$ cat config.mk
export PLATFORM = sky130hd
export DESIGN_NAME = serializer_flat
export DESIGN_NICKNAME = d
export VERILOG_FILES = /design/src/rtl/serializer_if.sv /design/src/rtl/serializer.sv /design/src/flat_wrapper.sv
export SDC_FILE = /design/constraint.sdc
export NUM_CORES = 1
export LEC_CHECK = 0
export ABC_AREA = 1
export BUFFER_PORTS_ARGS = -buffer_cell sky130_fd_sc_hd__buf_2
export CELL_PAD_IN_SITES_DETAIL_PLACEMENT = 1
export CELL_PAD_IN_SITES_GLOBAL_PLACEMENT = 2
export CORE_ASPECT_RATIO = 0.8
export CORE_UTILIZATION = 30
export DETAILED_ROUTE_END_ITERATION = 16
export GPL_TIMING_DRIVEN = 1
export PLACE_DENSITY_LB_ADDON = 0.3
export SETUP_SLACK_MARGIN = 0.1
export SYNTH_ARGS = -nofsm -noshare
export SYNTH_HDL_FRONTEND = slang
export SYNTH_SLANG_ARGS = --single-unit
$ cat constraint.sdc
create_clock -name i_clk -period 2.3 [get_ports i_clk]
set_input_delay 0.46 -clock i_clk [delete_from_list [all_inputs] [get_ports i_clk]]
set_output_delay 0.46 -clock i_clk [all_outputs]
set_load 0.1 [all_outputs]
$ cat src/rtl/serializer_if.sv
// rtl/serializer_if.sv - word-in / bit-out handshake bundle for the serializer
// master = word producer, slave = serializer.
interface serializer_if #(
  parameter int DATA_WIDTH = 8
);
  logic [DATA_WIDTH-1:0] data_in;
  logic                  data_valid;
  logic                  ready_out;
  logic                  data_out;
  logic                  write_out;
  logic                  busy_out;
  logic                  byte_done;

  modport master (
    output data_in, data_valid,
    input  ready_out, data_out, write_out, busy_out, byte_done
  );

  modport slave (
    input  data_in, data_valid,
    output ready_out, data_out, write_out, busy_out, byte_done
  );
endinterface

$ cat src/rtl/serializer.sv
// rtl/serializer.sv - parallel word to serial bit stream with optional inter-word gap
// IDLE -> SHIFT (DATA_WIDTH bits) -> [GAP] -> IDLE; back-to-back reload when GAP_CYCLES=0.
module serializer #(
  parameter int DATA_WIDTH = 8,
  parameter int MSB_FIRST  = 1,
  parameter int GAP_CYCLES = 0
) (
  input  logic        i_clk,
  input  logic        i_rst,
  serializer_if.slave io_if
);
  localparam int CW = (DATA_WIDTH > 1) ? $clog2(DATA_WIDTH) : 1;

  localparam logic [1:0] S_IDLE  = 2'd0;
  localparam logic [1:0] S_SHIFT = 2'd1;
  localparam logic [1:0] S_GAP   = 2'd2;

  logic [1:0]            r_state;
  logic [DATA_WIDTH-1:0] r_shift;
  logic [CW-1:0]         r_cnt;
  logic [3:0]            r_gap;

  logic w_last;
  logic w_ready;
  logic w_accept;
  logic w_bit;

  assign w_last   = (r_state == S_SHIFT) && (r_cnt == CW'(DATA_WIDTH - 1));
  // Ready depends on state only so a producer can never loop valid back into it.
  assign w_ready  = (r_state == S_IDLE) || ((GAP_CYCLES == 0) && w_last);
  assign w_accept = io_if.data_valid && w_ready;
  assign w_bit    = (MSB_FIRST != 0) ? r_shift[DATA_WIDTH-1] : r_shift[0];

  assign io_if.ready_out = w_ready;
  assign io_if.write_out = (r_state == S_SHIFT);
  assign io_if.data_out  = (r_state == S_SHIFT) && w_bit;
  assign io_if.busy_out  = (r_state != S_IDLE);
  assign io_if.byte_done = w_last;

  always_ff @(posedge i_clk or posedge i_rst) begin
    if (i_rst) begin
      r_state <= S_IDLE;
      r_shift <= '0;
      r_cnt   <= '0;
      r_gap   <= '0;
    end else begin
      case (r_state)
        S_IDLE: begin
          if (w_accept) begin
            r_shift <= io_if.data_in;
            r_cnt   <= '0;
            r_state <= S_SHIFT;
          end
        end
        S_SHIFT: begin
          if (w_last) begin
            if (GAP_CYCLES > 0) begin
              r_state <= S_GAP;
              r_gap   <= '0;
              r_shift <= '0;
              r_cnt   <= '0;
            end else if (w_accept) begin
              r_shift <= io_if.data_in;
              r_cnt   <= '0;
            end else begin
              r_state <= S_IDLE;
              r_shift <= '0;
              r_cnt   <= '0;
            end
          end else begin
            if (MSB_FIRST != 0) begin
              r_shift <= {r_shift[DATA_WIDTH-2:0], 1'b0};
            end else begin
              r_shift <= {1'b0, r_shift[DATA_WIDTH-1:1]};
            end
            r_cnt <= r_cnt + CW'(1);
          end
        end
        S_GAP: begin
          if (r_gap == 4'(GAP_CYCLES - 1)) begin
            r_state <= S_IDLE;
            r_gap   <= '0;
          end else begin
            r_gap <= r_gap + 4'd1;
          end
        end
        default: r_state <= S_IDLE;
      endcase
    end
  end
endmodule

$ cat src/flat_wrapper.sv
// flat-port wrapper written by rule: the top's interface ports become plain ports
module serializer_flat 
#(
  parameter int DATA_WIDTH = 8,
  parameter int MSB_FIRST  = 1,
  parameter int GAP_CYCLES = 0
)
  (i_clk, i_rst, io_if_data_in, io_if_data_valid, io_if_ready_out, io_if_data_out, io_if_write_out, io_if_busy_out, io_if_byte_done);
  serializer_if #(.DATA_WIDTH(DATA_WIDTH)) io_if_i ();
  input  logic i_clk;
  input  logic i_rst;
  input wire logic [$bits(io_if_i.data_in)-1:0] io_if_data_in;
  input wire logic [$bits(io_if_i.data_valid)-1:0] io_if_data_valid;
  output wire logic [$bits(io_if_i.ready_out)-1:0] io_if_ready_out;
  output wire logic [$bits(io_if_i.data_out)-1:0] io_if_data_out;
  output wire logic [$bits(io_if_i.write_out)-1:0] io_if_write_out;
  output wire logic [$bits(io_if_i.busy_out)-1:0] io_if_busy_out;
  output wire logic [$bits(io_if_i.byte_done)-1:0] io_if_byte_done;
  assign io_if_i.data_in = io_if_data_in;
  assign io_if_i.data_valid = io_if_data_valid;
  assign io_if_ready_out = io_if_i.ready_out;
  assign io_if_data_out = io_if_i.data_out;
  assign io_if_write_out = io_if_i.write_out;
  assign io_if_busy_out = io_if_i.busy_out;
  assign io_if_byte_done = io_if_i.byte_done;
  serializer #(.DATA_WIDTH(DATA_WIDTH), .MSB_FIRST(MSB_FIRST), .GAP_CYCLES(GAP_CYCLES)) u_core (.i_clk(i_clk), .i_rst(i_rst), .io_if(io_if_i));
endmodule
==> flow_summary.json, run 1 <==
{
  "status": "completed",
  "clk-insertion-delay-late_ps": 280,
  "cts_tree": "yes",
  "ys.warnings.count": 0,
  "grt_pass1_vias": 565,
  "critPathArrivalTime_ps": 1510,
  "utilization_pct": 39.4,
  "fmax_ghz": 0.508,
  "slowest_delay_ps": 410,
  "regArea_sq_um": 302,
  "drtAntennaViolNets": 0,
  "nFillCells": 259,
  "grt_max_degree": 23,
  "drt_pass1_iterations": 2,
  "finalCritPeriodShare_pct": 85.6,
  "final_common_cell": "nor2_1",
  "grt_pass1_wl_mm": 2.56,
  "worstSetupPathType": "register to output port",
  "cts_max_path_buffers": 2,
  "postCtsSetupBuffers": 0,
  "wirelength_mm": 1.48,
  "synth_area_leader_cell": "dfrtp_1",
  "pre_cts_ws_ps": 614,
  "wl_per_cell_microns": 11.4,
  "hold_class": "primary input to asynchronous set/reset pin",
  "rsz0062_at_grt": "false",
  "grtUsageTotal_pct": 15.5,
  "multi_input_area_sq_um": 277,
  "endpoint_kind": "output port",
  "initialDrtViolationCount": 3,
  "ios": 16,
  "ir_drop_uv": 564,
  "die-height_microns": 44.2,
  "rrSetupSlack_ps": 890,
  "synth_cell_type_count": 13,
  "vias": 567,
  "cts_resized": 0,
  "finalSetupTns_ps": 0,
  "n_antenna_cell": 0,
  "drv_cap": 0,
  "start_kind": "register",
  "routed_via_density": 4.36,
  "cts.clk_slew.worst_paths_ps": 80,
  "synthTopCellsByArea": "dfrtp_1, nor2_1, nand2_1",
  "syn-cell-area_sq_um": 667,
  "area_growth_pct": 17.1,
  "antenna_found_initial": 0,
  "synth_seq_cells": 12,
  "finalCriticalPeriod_ps": 1970,
  "die-area_sq_um": 2420,
  "max-slew-margin-rel_pct": 66.6,
  "root_buffer": "clkbuf_4",
  "syn-instance-count": 90,
  "yosysTopAreaCellShare_pct": 45.0,
  "final_layout_size_suffix_gt1_share_pct": 20.8,
  "final_cell_mix": "nor2_1, nand2_1, buf_2",
  "remaining_drc_errors": 0,
  "hold_buffers": 0,
  "gp_routability_congestion": 0.710,
  "cp.required_ps": 1840,
  "worstMarginPinSlew_ps": 501,
  "hold_viol": 0,
  "dp_hpwl_mm": 1.06,
  "core_region_area_sq_um": 1980,
  "initial_core_util_pct": 33.7,
  "numCtsBuffers": 3,
  "cp_slowest_cell": "buf_2",
  "report.final.slew_viol_count": 0,
  "p_leak_nw": 0.474,
  "power_density_nw_per_um2": 1390,
  "dieWidth_microns": 54.7,
  "htree_levels": 1,
  "port_buffers": 15,
  "setup_viol": 0,
  "clock_sinks": 12,
  "finalNetCount": 120,
  "num_rows": 14,
  "grt_overflow_total": 0,
  "skew_ps": 12.6,
  "syn-num-nets": 103,
  "yosysSeqAreaShare_pct": 45.0,
  "cp_common_cell": "ha_1",
  "crit_chain": "ha_1 > ha_1 > nand2_1 > inv_1 > buf_2",
  "setup_slack_ps": 332,
  "crit_path_max_fanout": 3,
  "syn_avg_cell_area_sq_um": 7.41
}
## state kept, by name, summed over array words and instances (netlist names)
| name | count |
|---|---|
| u_core.r_cnt | 3 |
| u_core.r_shift | 8 |
| u_core.r_state | 1 |
## cell usage after synthesis (all sizes together)
master,n
nand2,19
clkinv,1
dfrtp,12
nor2,22
nand3,10
buf,4
inv,12
ha,2
o21ai,1
a21oi,7
## metal layers
metal,up-vias,GRT usage (%),part of all wire (%)
li1,306,-,-
met2,8,22.4,43
met5,-,0,0
met1,251,20.4,54
met4,0,4.62,0.74
met3,2,7.22,2.8
## report_power, final
part / internal (mW) / switching, mW
clock network: 0.0671 / 0.0720
registers: 0.297 / 0.0708
logic: 0.171 / 0.406
total: 0.536 / 0.549
## through the flow
stage	power [mW]	instance area [sq um]	std cells	hold WS, ps
5_1_grt	1.18	781	130	223
4_1_cts	1.11	781	130	208
3_5_place_dp	0.961	754	126	468
3_3_place_gp	0.948	754	126	467
6_report	1.08	781	130	190
2_1_floorplan	0.841	668	90	325
## path summary, 6_finish.rpt
| check | startpoint | endpoint | depth (start not counted) |
|---|---|---|---|
| max in group asynchronous | i_rst | u_core.r_state[0] | 2 |
| worst min register to register | u_core.r_cnt[1] | u_core.r_cnt[1] | 2 |
| worst max-delay path | u_core.r_cnt[0] | io_if_byte_done | 5 |
| worst min-delay path | i_rst | u_core.r_cnt[2] | 2 |
| worst max register to register | u_core.r_cnt[0] | u_core.r_shift[2] | 6 |
| min in group i_clk | io_if_data_in[0] | u_core.r_shift[0] | 3 |
## layout make-up
| cell class | instances | share of cell area [%] |
|---|---|---|
| clock buffer | 4 | 3.37 |
| tap | 24 | 3.85 |
| sequential | 12 | 38.6 |
| inverter | 13 | 6.25 |
| timing repair buffer | 16 | 12.5 |
| multi-input combinational | 61 | 35.4 |
## critical path: cells and delay by family (launching register included)
kind | cells | cell delay (ps)
adder cells (fa/ha/maj) | 2 | 350
flip-flops | 1 | 370
buffers and inverters | 2 | 470
AND/OR/NAND/NOR | 1 | 60
## logic make-up after synthesis
| family | Yosys count | synth area share, % |
|---|---|---|
| adders and majority gates | 2 | 3.75 |
| DFF | 12 | 45.0 |
| AOI/OAI and AO/OA | 8 | 6.00 |
| and+or+nand+nor | 51 | 31.7 |
| buffers and inverters | 17 | 13.5 |
Power figures use the tool's default switching activity.
==> run 2: changes to the inputs <==
- ABC_AREA: 1 -> default
- CORE_UTILIZATION: 30 -> 34
==> flow_summary.json, run 2 <==
{
  "start_kind": "register",
  "top_regs": "u_core.r_shift: 8 flops, u_core.r_cnt: 3 flops, u_core.r_state: 1 flops",
  "initialDrtViolationCount": 5,
  "placed_area_sq_um": 717,
  "largest_register_ffs": 8,
  "synthArstFlopShare_pct": 100,
  "vias": 481,
  "synth_edf_count": 0,
  "fmax_ghz": 0.477,
  "ys_top_cells_by_count": "dfrtp_1, nor3b_1, a311o_1, and3b_1, buf_2",
  "wirelength_mm": 1.38,
  "syn_avg_cell_area_sq_um": 11.6,
  "report.final.slew_viol_count": 0,
  "syn-num-nets": 69,
  "finalInstanceArea_sq_um": 762,
  "synth_cell_type_count": 19,
  "finalCriticalPeriod_ps": 2100,
  "port_buffers": 15,
  "r2r-start": "u_core.r_cnt[0]",
  "final_common_cell": "buf_2",
  "yosysSeqAreaShare_pct": 46.3,
  "skew_ps": 1.66,
  "ir_drop_uv": 552,
  "critPathArrivalTime_ps": 1640,
  "clk-insertion-delay-late_ps": 280,
  "syn-cell-area_sq_um": 648,
  "cts.clk_slew.worst_paths_ps": 90,
  "drtAntennaViolNets": 0,
  "dp_hpwl_microns": 931,
  "ys.flop_type": "dfrtp_1",
  "worstSetupPathType": "register to output port",
  "status": "completed",
  "htree_levels": 1,
  "grtUsageTotal_pct": 16.0,
  "p_leak_nw": 0.363,
  "cp.required_ps": 1840,
  "final_cell_mix": "buf_2, dfrtp_1, nor3b_1",
  "endpoint_kind": "output port",
  "die-height_microns": 41.1,
  "drv_cap": 0,
  "grt_max_degree": 25,
  "hold_viol": 0,
  "cts_max_path_buffers": 2,
  "final_layout_size_suffix_gt1_share_pct": 34.8,
  "regArea_sq_um": 302,
  "gp_routability_congestion": 0.644,
  "critPathLaunch": "u_core.r_cnt[0]",
  "cts_tree": "yes",
  "finalNonFillerCells": 91,
  "core_region_area_sq_um": 1710,
  "yosysMostFrequentCell": "dfrtp_1",
  "hold_class": "primary input to asynchronous set/reset pin",
  "ios": 16,
  "clock_sinks": 12,
  "die-area_sq_um": 2090,
  "yosysTopAreaCellShare_pct": 46.3,
  "worstMarginPinSlew_ps": 492,
  "slowest_delay_ps": 410,
  "syn-instance-count": 56,
  "ys.warnings.count": 0,
  "max-slew-margin-rel_pct": 67.2,
  "synth_seq_cells": 12,
  "cp_slowest_cell": "dfrtp_1",
  "power.total_mw": 1.07,
  "num_rows": 13,
  "root_buffer": "clkbuf_4",
  "synthTopCellsByArea": "dfrtp_1, a311o_1, and3b_1",
  "grt_pass1_vias": 484,
  "crit_path_max_fanout": 10,
  "dieWidth_microns": 50.8,
  "crit_chain": "ha_1 > ha_1 > and2_2 > clkbuf_4",
  "largest_register": "u_core.r_shift",
  "hold_buffers": 0,
  "grt_pass1_wl_mm": 2.22,
  "hold_slack_ps": 186,
  "setup_viol": 0,
  "rsz0062_at_grt": "false",
  "drt_pass1_iterations": 2,
  "finalSetupTns_ps": 0,
  "routed_via_density": 5.29,
  "multi_input_area_sq_um": 305,
  "cp_common_cell": "ha_1",
  "numCtsBuffers": 3,
  "n_antenna_cell": 0,
  "wl_per_cell_microns": 15.2,
  "nFillCells": 212,
  "antenna_found_initial": 0,
  "initial_core_util_pct": 37.9,
  "remaining_drc_errors": 0,
  "power_density_nw_per_um2": 1400,
  "finalNetCount": 83,
  "area_growth_pct": 17.6,
  "dp.cells": 87,
  "grt_overflow_total": 0,
  "synth_area_leader_cell": "dfrtp_1",
  "finalCritPeriodShare_pct": 91.2
}
-- run 2: cell type report --
| cell class | instances | area share [%] |
|---|---|---|
| multi-input combinational | 36 | 40.1 |
| inverter | 2 | 0.985 |
| clock buffer | 4 | 4.76 |
| sequential | 12 | 39.6 |
| timing repair buffer | 15 | 11.0 |
| tap | 22 | 3.61 |
-- run 2: worst max-delay path, delay by kind of cell, from the launching register on --
family,cells,cell delay (ps)
adder cells (fa/ha/maj),2,480
buffers and inverters,1,270
AND/OR/NAND/NOR,1,200
flip-flops,1,410
-- run 2: worst paths after layout --
path                                endpoint  slack (ps)  depth (start not counted)
min in group i_clk         u_core.r_shift[0]         430                          2
max in group asynchronous  u_core.r_state[0]        1760                          2
max                          io_if_byte_done         200                          4
min                          u_core.r_cnt[0]         190                          2
min reg2reg                  u_core.r_cnt[1]         520                          1
max reg2reg                u_core.r_shift[6]         680                          4
-- run 2: metrics by stage --
| step | setup WS, ps | util [%] |
|---|---|---|
| floorplan | 373 | - |
| global placement | 387 | 42.0 |
| detailed placement | 328 | 42.0 |
| CTS | 111 | 44.2 |
| global route | 113 | 44.6 |
| finish | 201 | 44.6 |
-- run 2: what timing repair did --
action / CTS / global route
buffers inserted: 0 / 0
setup endpoints to repair: 1 / 2
gates cloned: 0 / 0
gates resized for setup: 1 / 2
pin swaps: 0 / 0
endpoints found under the hold margin: 0 / 0
-- run 2: cell families (layout without fill, tap and decap cells) --
kind of cell / Yosys count / after routing / share of synthesized area [%]
flip-flops: 12 / 12 / 46.3
buffers and inverters: 8 / 21 / 6.95
AND/OR/NAND/NOR: 23 / 23 / 27.8
AO/OA/AOI/OAI: 11 / 11 / 15.1
adder cells (fa/ha/maj): 2 / 2 / 3.86
-- run 2: where the power goes --
| part | switching, mW | internal (mW) |
|---|---|---|
| Clock | 0.0805 | 0.0963 |
| Sequential | 0.0656 | 0.292 |
| Combinational | 0.353 | 0.180 |
-- run 2: per-layer routing --
metal	wire (microns)	global-route usage, %	vias up
met4	14	6.25	0
met5	0	0	-
met3	87	7.78	2
met1	673	18.2	232
li1	-	-	235
met2	609	26.7	12
==> run 3: changes to the inputs <==
- CELL_PAD_IN_SITES_DETAIL_PLACEMENT: 1 -> default
- CELL_PAD_IN_SITES_GLOBAL_PLACEMENT: 2 -> default
- CORE_ASPECT_RATIO: 0.8 -> default
- CORE_UTILIZATION: 34 -> 50
==> flow_summary.json, run 3 (synthesis gave the netlist of run 2 again) <==
{
  "remaining_drc_errors": 0,
  "status": "completed",
  "numCtsBuffers": 3,
  "antenna_found_initial": 0,
  "grt_pass1_vias": 437,
  "grt_pass1_wl_mm": 1.93,
  "dieWidth_microns": 38.0,
  "skew_ps": 3.05,
  "finalSetupTns_ps": 0,
  "port_buffers": 15,
  "initialDrtViolationCount": 5,
  "worstSetupPathType": "register to output port",
  "cts_tree": "yes",
  "endpoint_kind": "output port",
  "grtUsageTotal_pct": 20.2,
  "clk-insertion-delay-late_ps": 270,
  "grt_overflow_total": 0,
  "hold_class": "primary input to asynchronous set/reset pin",
  "cp.required_ps": 1840,
  "top_regs": "u_core.r_shift: 8 flops, u_core.r_cnt: 3 flops, u_core.r_state: 1 flops",
  "initial_core_util_pct": 56.1,
  "nFillCells": 100,
  "cts.clk_slew.worst_paths_ps": 70,
  "hold_viol": 0,
  "hold_buffers": 0,
  "critPathArrivalTime_ps": 1640,
  "crit_path_max_fanout": 12,
  "die-area_sq_um": 1440,
  "wl_per_cell_microns": 14.3,
  "wirelength_mm": 1.19,
  "report.final.slew_viol_count": 0,
  "die-height_microns": 38.0,
  "grt_max_degree": 25,
  "final_cell_mix": "buf_2, dfrtp_1, nor3b_1",
  "worstMarginPinSlew_ps": 486,
  "vias": 472,
  "ios": 16,
  "p_leak_nw": 0.356,
  "gp_routability_congestion": 0.669,
  "postCtsSetupBuffers": 0,
  "dp.cells": 79,
  "finalInstanceArea_sq_um": 738,
  "core_region_area_sq_um": 1160,
  "cts_resized": 1,
  "n_antenna_cell": 0,
  "placed_area_sq_um": 707,
  "final_common_cell": "buf_2",
  "largest_register_ffs": 8,
  "dp_hpwl_microns": 823,
  "drt_pass1_iterations": 2,
  "finalCritPeriodShare_pct": 91.3,
  "setup_slack_ps": 201,
  "setup_viol": 0,
  "pre_cts_ws_ps": 367,
  "drv_cap": 0,
  "ir_drop_uv": 582,
  "max-slew-margin-rel_pct": 67.8,
  "final_layout_size_suffix_gt1_share_pct": 33.3,
  "largest_register": "u_core.r_shift",
  "power_density_nw_per_um2": 1380,
  "area_growth_pct": 13.9,
  "num_rows": 12,
  "start_kind": "register",
  "drtAntennaViolNets": 0,
  "routed_via_density": 5.69,
  "clock_sinks": 12,
  "finalNetCount": 83,
  "finalNonFillerCells": 83,
  "fmax_ghz": 0.476,
  "cts_max_path_buffers": 2,
  "rsz0062_at_grt": "false",
  "htree_levels": 1,
  "finalCriticalPeriod_ps": 2100,
  "root_buffer": "clkbuf_4"
}
==> run 3: changes by cell type in the layout (fill, tap and decap cells not counted) <==
cell      delta
buf_6        -1
clkbuf_8     -1
buf_4        +1
clkbuf_1     +1
==> run 3: routing by layer <==
metal	vias to the layer above	part of all wire (%)	GRT usage (%)
met2	11	46	30.6
met3	4	4.1	5.23
li1	234	-	-
met4	0	1.8	10.7
met5	-	0	0
met1	223	48	26.2
==> run 3: path summary, 6_finish.rpt <==
path / from / endpoint / slack, ps / cells after the start
setup / recovery: u_core.r_cnt[0] / io_if_ready_out / 200 / 4
hold / removal: i_rst / u_core.r_shift[3] / 180 / 2
max in group asynchronous: i_rst / u_core.r_state[0] / 1780 / 2
setup reg to reg: u_core.r_cnt[0] / u_core.r_shift[6] / 710 / 4
hold reg to reg: u_core.r_cnt[1] / u_core.r_cnt[1] / 500 / 1
min in group i_clk: io_if_data_in[0] / u_core.r_shift[0] / 430 / 2
==> run 3: cell type report <==
type | count | area, sq um | share of cell area (%)
Sequential cell | 12 | 302 | 40.8
Timing Repair Buffer | 15 | 80.1 | 10.8
Tap cell | 14 | 17.5 | 2.37
Inverter | 2 | 7.51 | 1.02
Clock buffer | 4 | 26.3 | 3.56
Multi-Input combinational cell | 36 | 305 | 41.4
==> run 3: critical path: stages, from the launching register on <==
cell      delay (ps)
dfrtp_1          360
ha_1             160
ha_1             280
nand2b_4         250
buf_4            310
==> run 3: power breakdown <==
group,internal [mW],switching [mW]
logic,0.175,0.351
registers,0.292,0.0608
clock network,0.0672,0.0683
==> run 3: per-stage QoR <==
step	hold slack [ps]	utilization (%)	power, mW
final	177	63.9	1.02
after global routing	230	63.9	1.07
after CTS	195	63.6	1.02
after detailed placement	491	61.1	0.877
after global placement	477	61.1	0.862
after floorplan	325	-	0.811
